### src/rtl/div_pkg.sv
// Shared types and constants for the 64/32 divider sequencer.
package div_pkg;

    typedef enum logic [1:0] {
        IDLE = 2'd0,
        RUN  = 2'd1,
        DONE = 2'd2
    } state_e;

    localparam int DIV_LATENCY = 34;   // divider reset release to fin
    localparam int DVD_W       = 64;
    localparam int DVS_W       = 32;
    localparam int QUO_W       = 32;

    localparam logic [QUO_W-1:0] QUOT_SAT = 32'hFFFF_FFFF;

    // Quotient cannot fit in QUO_W bits when the dividend's upper half is
    // already at least the divisor. Caller excludes the zero-divisor case.
    function automatic logic quot_overflows(input logic [DVD_W-1:0] dvd,
                                            input logic [DVS_W-1:0] dvs);
        return (dvd[DVD_W-1:DVS_W] >= dvs);
    endfunction

endpackage

### src/rtl/div_sequencer.sv
// Request/response sequencer wrapped around the iterative 64/32 divider.
// Keeps the divider in reset except while an operation runs, handles
// divide-by-zero and quotient overflow without starting the divider, and
// raises a timeout if fin never arrives.
// Optional build macro: DIV_SEQ_FASTPATH_EN (divide-by-one shortcut).
module div_sequencer
    import div_pkg::*;
#(
    parameter int TIMEOUT_CYCLES = 40,
    parameter int CNT_W          = 6
) (
    input  logic               clk,
    input  logic               reset,
    input  logic               req_valid,
    output logic               req_ready,
    input  logic [DVD_W-1:0]   req_dvdend,
    input  logic [DVS_W-1:0]   req_dvsor,
    output logic               div_reset,
    output logic [DVD_W-1:0]   div_dvdend,
    output logic [DVS_W-1:0]   div_dvsor,
    input  logic               div_fin,
    input  logic [QUO_W-1:0]   div_quot,
    input  logic [DVD_W-1:0]   div_rem,
    output logic               rsp_valid,
    input  logic               rsp_ready,
    output logic [QUO_W-1:0]   rsp_quot,
    output logic [DVD_W-1:0]   rsp_rem,
    output logic               rsp_dbz,
    output logic               rsp_ovf,
    output logic               rsp_tmo
);

    state_e             state_q, state_d;
    logic [CNT_W-1:0]   cnt_q, cnt_d;
    logic [CNT_W-1:0]   cnt_inc_s;
    logic [DVD_W-1:0]   dvd_q, dvd_d;
    logic [DVS_W-1:0]   dvs_q, dvs_d;
    logic [QUO_W-1:0]   quot_q, quot_d;
    logic [DVD_W-1:0]   rem_q, rem_d;
    logic               dbz_q, dbz_d;
    logic               ovf_q, ovf_d;
    logic               tmo_q, tmo_d;

    logic               dbz_s;
    logic               ovf_s;
    logic               fast_s;

    assign dbz_s     = (req_dvsor == 32'd0);
    assign ovf_s     = !dbz_s && quot_overflows(req_dvdend, req_dvsor);
    assign cnt_inc_s = cnt_q + {{(CNT_W-1){1'b0}}, 1'b1};

`ifdef DIV_SEQ_FASTPATH_EN
    assign fast_s = (req_dvsor == 32'd1) && (req_dvdend[DVD_W-1:DVS_W] == 32'd0);
`else
    assign fast_s = 1'b0;
`endif

    // Next-state, counter and response capture logic.
    always_comb begin
        state_d = state_q;
        cnt_d   = cnt_q;
        dvd_d   = dvd_q;
        dvs_d   = dvs_q;
        quot_d  = quot_q;
        rem_d   = rem_q;
        dbz_d   = dbz_q;
        ovf_d   = ovf_q;
        tmo_d   = tmo_q;
        case (state_q)
            IDLE: begin
                cnt_d = '0;
                if (req_valid) begin
                    dvd_d = req_dvdend;
                    dvs_d = req_dvsor;
                    dbz_d = dbz_s;
                    ovf_d = ovf_s;
                    tmo_d = 1'b0;
                    if (dbz_s || ovf_s) begin
                        quot_d  = QUOT_SAT;
                        rem_d   = req_dvdend;
                        state_d = DONE;
                    end else if (fast_s) begin
                        quot_d  = req_dvdend[QUO_W-1:0];
                        rem_d   = '0;
                        state_d = DONE;
                    end else begin
                        quot_d  = '0;
                        rem_d   = '0;
                        state_d = RUN;
                    end
                end else begin
                    state_d = IDLE;
                end
            end
            RUN: begin
                if (div_fin) begin
                    quot_d  = div_quot;
                    rem_d   = div_rem;
                    state_d = DONE;
                end else if (cnt_inc_s == CNT_W'(TIMEOUT_CYCLES)) begin
                    tmo_d   = 1'b1;
                    quot_d  = '0;
                    rem_d   = '0;
                    state_d = DONE;
                end else begin
                    cnt_d = cnt_inc_s;
                end
            end
            DONE: begin
                if (rsp_ready) begin
                    state_d = IDLE;
                end else begin
                    state_d = DONE;
                end
            end
            default: begin
                state_d = IDLE;
            end
        endcase
    end

    // State, counter, operand and response registers with synchronous reset.
    always_ff @(posedge clk) begin
        if (!reset) begin
            state_q <= IDLE;
            cnt_q   <= '0;
            dvd_q   <= '0;
            dvs_q   <= '0;
            quot_q  <= '0;
            rem_q   <= '0;
            dbz_q   <= 1'b0;
            ovf_q   <= 1'b0;
            tmo_q   <= 1'b0;
        end else begin
            state_q <= state_d;
            cnt_q   <= cnt_d;
            dvd_q   <= dvd_d;
            dvs_q   <= dvs_d;
            quot_q  <= quot_d;
            rem_q   <= rem_d;
            dbz_q   <= dbz_d;
            ovf_q   <= ovf_d;
            tmo_q   <= tmo_d;
        end
    end

    // Control outputs decode the state flop; reset low forces the safe values
    // immediately rather than waiting for the next edge.
    assign req_ready  = reset && (state_q == IDLE);
    assign div_reset  = !reset || (state_q != RUN);
    assign rsp_valid  = reset && (state_q == DONE);

    assign div_dvdend = dvd_q;
    assign div_dvsor  = dvs_q;
    assign rsp_quot   = quot_q;
    assign rsp_rem    = rem_q;
    assign rsp_dbz    = dbz_q;
    assign rsp_ovf    = ovf_q;
    assign rsp_tmo    = tmo_q;

endmodule
### config.mk
export PLATFORM = sky130hd
export DESIGN_NAME = div_sequencer
export DESIGN_NICKNAME = d
export VERILOG_FILES = /design/src/rtl/div_pkg.sv /design/src/rtl/div_sequencer.sv
export SDC_FILE = /design/constraint.sdc
export NUM_CORES = 1
export LEC_CHECK = 0
export ABC_AREA = 1
export CORE_MARGIN = 1.5
export CORE_UTILIZATION = 27
export CTS_CLUSTER_DIAMETER = 40
export DETAILED_ROUTE_END_ITERATION = 8
export PLACE_DENSITY = 0.65
export SETUP_SLACK_MARGIN = 0.3
export SLEW_MARGIN = 0
export SYNTH_ARGS = -nofsm -noshare
export SYNTH_HDL_FRONTEND = slang
export SYNTH_SLANG_ARGS = --single-unit
### constraint.sdc
create_clock -name clk -period 3.9 [get_ports clk]
set_input_delay 0.78 -clock clk [delete_from_list [all_inputs] [get_ports clk]]
set_output_delay 0.78 -clock clk [all_outputs]
set_load 0.005 [all_outputs]
# ---- Word level (Yosys, flattened, before mapping)
# Cells that the tools add are included.
dict set report totals {
  register_bits 203
  inputBits 197
  output_inout_bits 198
  elab_cells 57
}
dict set report op_classes {
  n_addsub 1
  magnitude_cmp 1
  eq_ne 9
  muxes 23
  n_reduce_logical 14
}
# operator count
set op_table {}
lappend op_table {{two-way mux 64 bit} 4}
lappend op_table {{two-way mux 32 bit} 4}
lappend op_table {{case mux 64 bit (2 select lines)} 1}
lappend op_table {{case mux 32 bit (2 select lines)} 1}
lappend op_table {{greater-or-equal comparator 32 bit} 1}
lappend op_table {{logical NOT 32 bit} 1}
lappend op_table {{two-way mux 6 bit} 2}
lappend op_table {{case mux 6 bit (2 select lines)} 1}
lappend op_table {{two-way mux 2 bit} 5}
lappend op_table {{!= test 2 bit (second input constant)} 4}
lappend op_table {{adder 6 x 1 -> 6 bit (second input constant)} 1}
lappend op_table {{== test 6 bit (second input constant)} 1}
lappend op_table {{case mux 2 bit (3 select lines)} 1}
lappend op_table {{AND reduction 3 bit} 2}
lappend op_table {{AND reduction 4 bit} 1}
lappend op_table {{logical AND 1 bit} 3}
lappend op_table {{two-way mux 1 bit} 3}
lappend op_table {{!= test 3 bit (second input constant)} 1}
lappend op_table {{== test 2 x 1 -> 1 bit (second input constant)} 1}
lappend op_table {{== test 2 bit (second input constant)} 1}
lappend op_table {{logical NOT 1 bit} 2}
lappend op_table {{logical NOT 2 bit} 1}
lappend op_table {{logical OR 1 bit} 2}
lappend op_table {{!= test 2 x 1 -> 1 bit (second input constant)} 1}
lappend op_table {{other kinds (3)} 3}

# ---- Logic depth before layout (Yosys ltp)
dict set report depth {
  depth_word 7
  ltp_mapped 17
  mapped_depth_nobuf 15
}

# ---- Worst setup path after synthesis
# Ideal clock, no wire load.
dict set report synth_timing {
  path_kind {input-to-reg}
  from {in req_dvsor[15]}
  to {reg rem_q[10] (netlist: rsp_rem[10])}
  setup_ns 0.066
  t_arrival_ns 2.224
  t_required_ns 3.834
  setup_slack_ns 1.610
  cell_stages 14
  path_buffers 2
  path_cell_list {inv_1 > ha_1 > nand2_1 > nor2_1 > nand2_1 > nor2_1 > nor2_1 > nand2_1 > nand2_1 > nand3_1 > buf_4 > buf_2 > nand3_1 > a21oi_2}
}
dict set report synth_via {
  elab_chain_len 7
  word_cells_on_any_way 8
  cone_classes {order compare (1); mux (3); reduce/logical (4)}
}
# item line
set synth_rtl {}
lappend synth_rtl {{start: declaration} div_sequencer.sv:17} ;# input logic [DVS_W-1:0] req_dvsor,
lappend synth_rtl {{branches (longest 3 deep; another with greater-or-equal comparator 32 bit)} -}
lappend synth_rtl {{logical OR 1 bit (*)} div_sequencer.sv:78} ;# if (dbz_s || ovf_s) begin
lappend synth_rtl {{two-way mux 64 bit (*)} div_sequencer.sv:78}
lappend synth_rtl {{two-way mux 64 bit (*)} div_sequencer.sv:72} ;# if (req_valid) begin
lappend synth_rtl {{case mux 64 bit (2 select lines) (*)} div_sequencer.sv:69} ;# case (state_q)
lappend synth_rtl {{end signal: assignment} div_sequencer.sv:140} ;# rem_q <= rem_d;
lappend synth_rtl {{end: declaration} div_sequencer.sv:39} ;# logic [DVD_W-1:0] rem_q, rem_d;
# Mark *: on every way between the ends. The select of a mux whose other input is x is not followed.
# A chain may end at the register's enable or synchronous reset.

# ---- Final worst setup path
dict set report layout_timing {
  from {in req_dvsor[31]}
  to {reg rem_q[27] (netlist: rsp_rem[27])}
}
# The elaborated chain is that of the path after synthesis.

==> results_dict.tcl <==
set metrics [dict create \
    crit_required_ps 4370 \
    drt-vias-per-instance 4.52 \
    finalPower_mw 7.94 \
    fmax_ghz 0.361 \
    cap_viol_max_count 0 \
    synthTopCellsByArea "dfxtp_1 (39%), nor2_1 (13%), nand2_1 (13%)" \
    synth_edf_count 0 \
    synthCells 1534 \
    ant_nets 0 \
    power.density_mw_per_mm2 500 \
    wl_per_cell_um 15.9 \
    drt_iter0_markers 417 \
    grt_pass1_wl_um 59100 \
    yosys.area.top_type "dfxtp_1" \
    period_minus_slack_ps 2770 \
    syn_area_per_cell_sq_um 6.74 \
    worstSetupEndpointType "flip-flop" \
    synth.distinct_cells 25 \
    cp-start-kind "input port" \
    dp_hpwl_um 26400 \
    root_buffer "clkbuf_16" \
    grt_max_degree 132 \
    drcViolationCount 0 \
    power_leakage_nw 6.81 \
    slew-limit-headroom 0.317 \
    async_flop_share 0 \
    hold_path.class "flip-flop to flip-flop" \
    period_share 0.710 \
    clk_pin_slew_worst_paths_ps 50 \
    core_sq_mm 0.0377 \
    antenna_found_initial 1 \
    path_class "input port to flip-flop" \
    synth.most_common_cell "nor2_1" \
    setup_violations 0 \
    diodes 0 \
    die-width_um 199 \
    rows 71 \
    syn_area_sq_mm 0.0103 \
    finClkSkew_ps 19.6 \
    htreeDepth 2 \
    grtUsageTotal 0.192 \
    syn-num-nets 1764 \
    die_area_sq_mm 0.0395 \
    die_h_um 199 \
    cts_resized 0 \
    peakVddDrop_uv 307 \
    ys_top_cells_by_count "nor2_1 (351), nand2_1 (346), dfxtp_1 (203)" \
    clock_latency_ps 550 \
    grt_pass1_vias 10747 \
    slew_violations 0 \
    n_fill_cell 3872 \
    layout-drive-gt1-share 0.0964 \
    cts_buffer_depth 3 \
    place.port_buffers 394 \
    io_pins 395 \
    rsz0062_at_grt "false" \
    gp_congestion 0.840 \
    via_count 10948 \
    max_slew.worst_pin.slew_ps 1020 \
    worstPathMaxFanout 38 \
    cts_sinks 203 \
    synth_seq_cells 203 \
    routed_wl_um 38600 \
    initial_core_util 0.275 \
    ys_warn_count 0 \
    status "finished clean" \
    yosysSeqAreaShare 0.393 \
    finalNetCount 2109 \
    cts_tree "yes" \
    drt-pass1-iter-count 5 \
    grt-ovfl-total 0 \
    syn_to_final_growth_pct 53.8 \
    setup_tns_ps 0 \
    postCtsHoldBufs 0 \
    crit_arrival_ps 3230 \
    finalHoldViolCount 0 \
    synth_top_area_share 0.393 \
    ys.flop_type "dfxtp_1" \
    cts_setup_buffers 0 \
    cts_made_buffers 40 \
]
## kinds of logic (layout without fill, tap and decap cells)
kind of cell             after synthesis  after routing  share of synthesized area
XOR/XNOR                               2              2                    0.00242
buffers and inverters                252            627                      0.107
flip-flops                           203            203                      0.393
adder cells (fa/ha/maj)               33             33                     0.0399
AO/OA/AOI/OAI                        259            259                      0.160
AND/OR/NAND/NOR                      785            785                      0.298
## power breakdown
group | total, mW | switching [mW] | leakage, nW | internal [mW]
Sequential | 2.49 | 0.137 | 1.68 | 2.35
Clock | 3.47 | 1.21 | 0.664 | 2.26
Combinational | 1.98 | 1.03 | 4.47 | 0.947
Total | 7.94 | 2.38 | 6.81 | 5.56
## per-stage QoR
step | std cells | util | instance area [sq um] | hold WS (ps) | worst slack (ps)
finish | 2420 | 0.422 | 15900 | 510 | 1130
global route | 2420 | 0.422 | 15900 | 535 | 942
CTS | 2420 | 0.422 | 15900 | 512 | 1090
detailed placement | 2348 | 0.386 | 14600 | 496 | 529
global placement | 2348 | 0.386 | 14600 | 490 | 527
floorplan | 1534 | - | 10300 | 460 | 1610
## sequential cells by signal, summed over array words and instances (netlist names)
register    count
cnt_q           6
div_dvdend     64
div_dvsor      32
rsp_dbz         1
rsp_ovf         1
rsp_quot       32
rsp_rem        64
rsp_tmo         1
state_q         2
## critical path: stages
cell and delay, ps:
clkdlybuf4s50_1 550, inv_1 90, ha_1 300, nand2_1 70, nor2_1 190, nand2_1 120
nor2_1 120, nand2_1 120, nand3_4 90, buf_4 450, nand3_1 180, a21oi_2 150
## worst paths after layout
check,from,to,slack [ps],cells after the start
worst min register to register,div_dvdend[8],div_dvdend[8],510,2
worst max register to register,cnt_q[0],rsp_quot[28],1340,12
worst min-delay path,div_dvdend[8],div_dvdend[8],510,2
worst max-delay path,req_dvsor[31],rsp_rem[27],1130,12
## area by class of cell
cell class / count / area, sq um / share of cell area
clock buffers: 49 / 1090 / 0.0688
clock inverters: 23 / 253 / 0.0159
inverters: 149 / 562 / 0.0353
multi-input cells: 1079 / 5210 / 0.327
flip-flops and latches: 203 / 4060 / 0.256
well taps: 511 / 639 / 0.0402
repair buffers: 406 / 4080 / 0.257
## metal layers
| layer | routed length, um | GRT usage | vias to the layer above |
|---|---|---|---|
| met5 | 13 | 0 | - |
| met4 | 1380 | 0.0788 | 2 |
| met3 | 3180 | 0.0673 | 93 |
| met2 | 18000 | 0.319 | 362 |
| met1 | 16000 | 0.225 | 4999 |
| li1 | - | - | 5492 |
## layout by cell type (no fill, tap or decap), types with 2 or more instances in the layout
| master | count |
|---|---|
| a21o_1 | 2 |
| clkdlybuf4s50_1 | 392 |
| inv_1 | 147 |
| clkinv_2 | 10 |
| a22oi_1 | 3 |
| nor2_2 | 2 |
| inv_6 | 3 |
| dfxtp_1 | 203 |
| clkinvlp_4 | 3 |
| nor3_1 | 2 |
| o21ai_0 | 102 |
| a21oi_2 | 90 |
| nand2_1 | 345 |
| buf_4 | 9 |
| nor2_1 | 350 |
| clkbuf_8 | 6 |
| nor4_1 | 4 |
| nand3_1 | 70 |
| ha_1 | 33 |
| a21oi_1 | 60 |
| nand2_2 | 2 |
| nand4_1 | 6 |
| clkbuf_16 | 40 |
| clkbuf_1 | 3 |
| bufinv_16 | 4 |
| buf_12 | 4 |
| o21a_1 | 2 |
| clkinv_4 | 2 |
(Power assumes the default switching activity.)
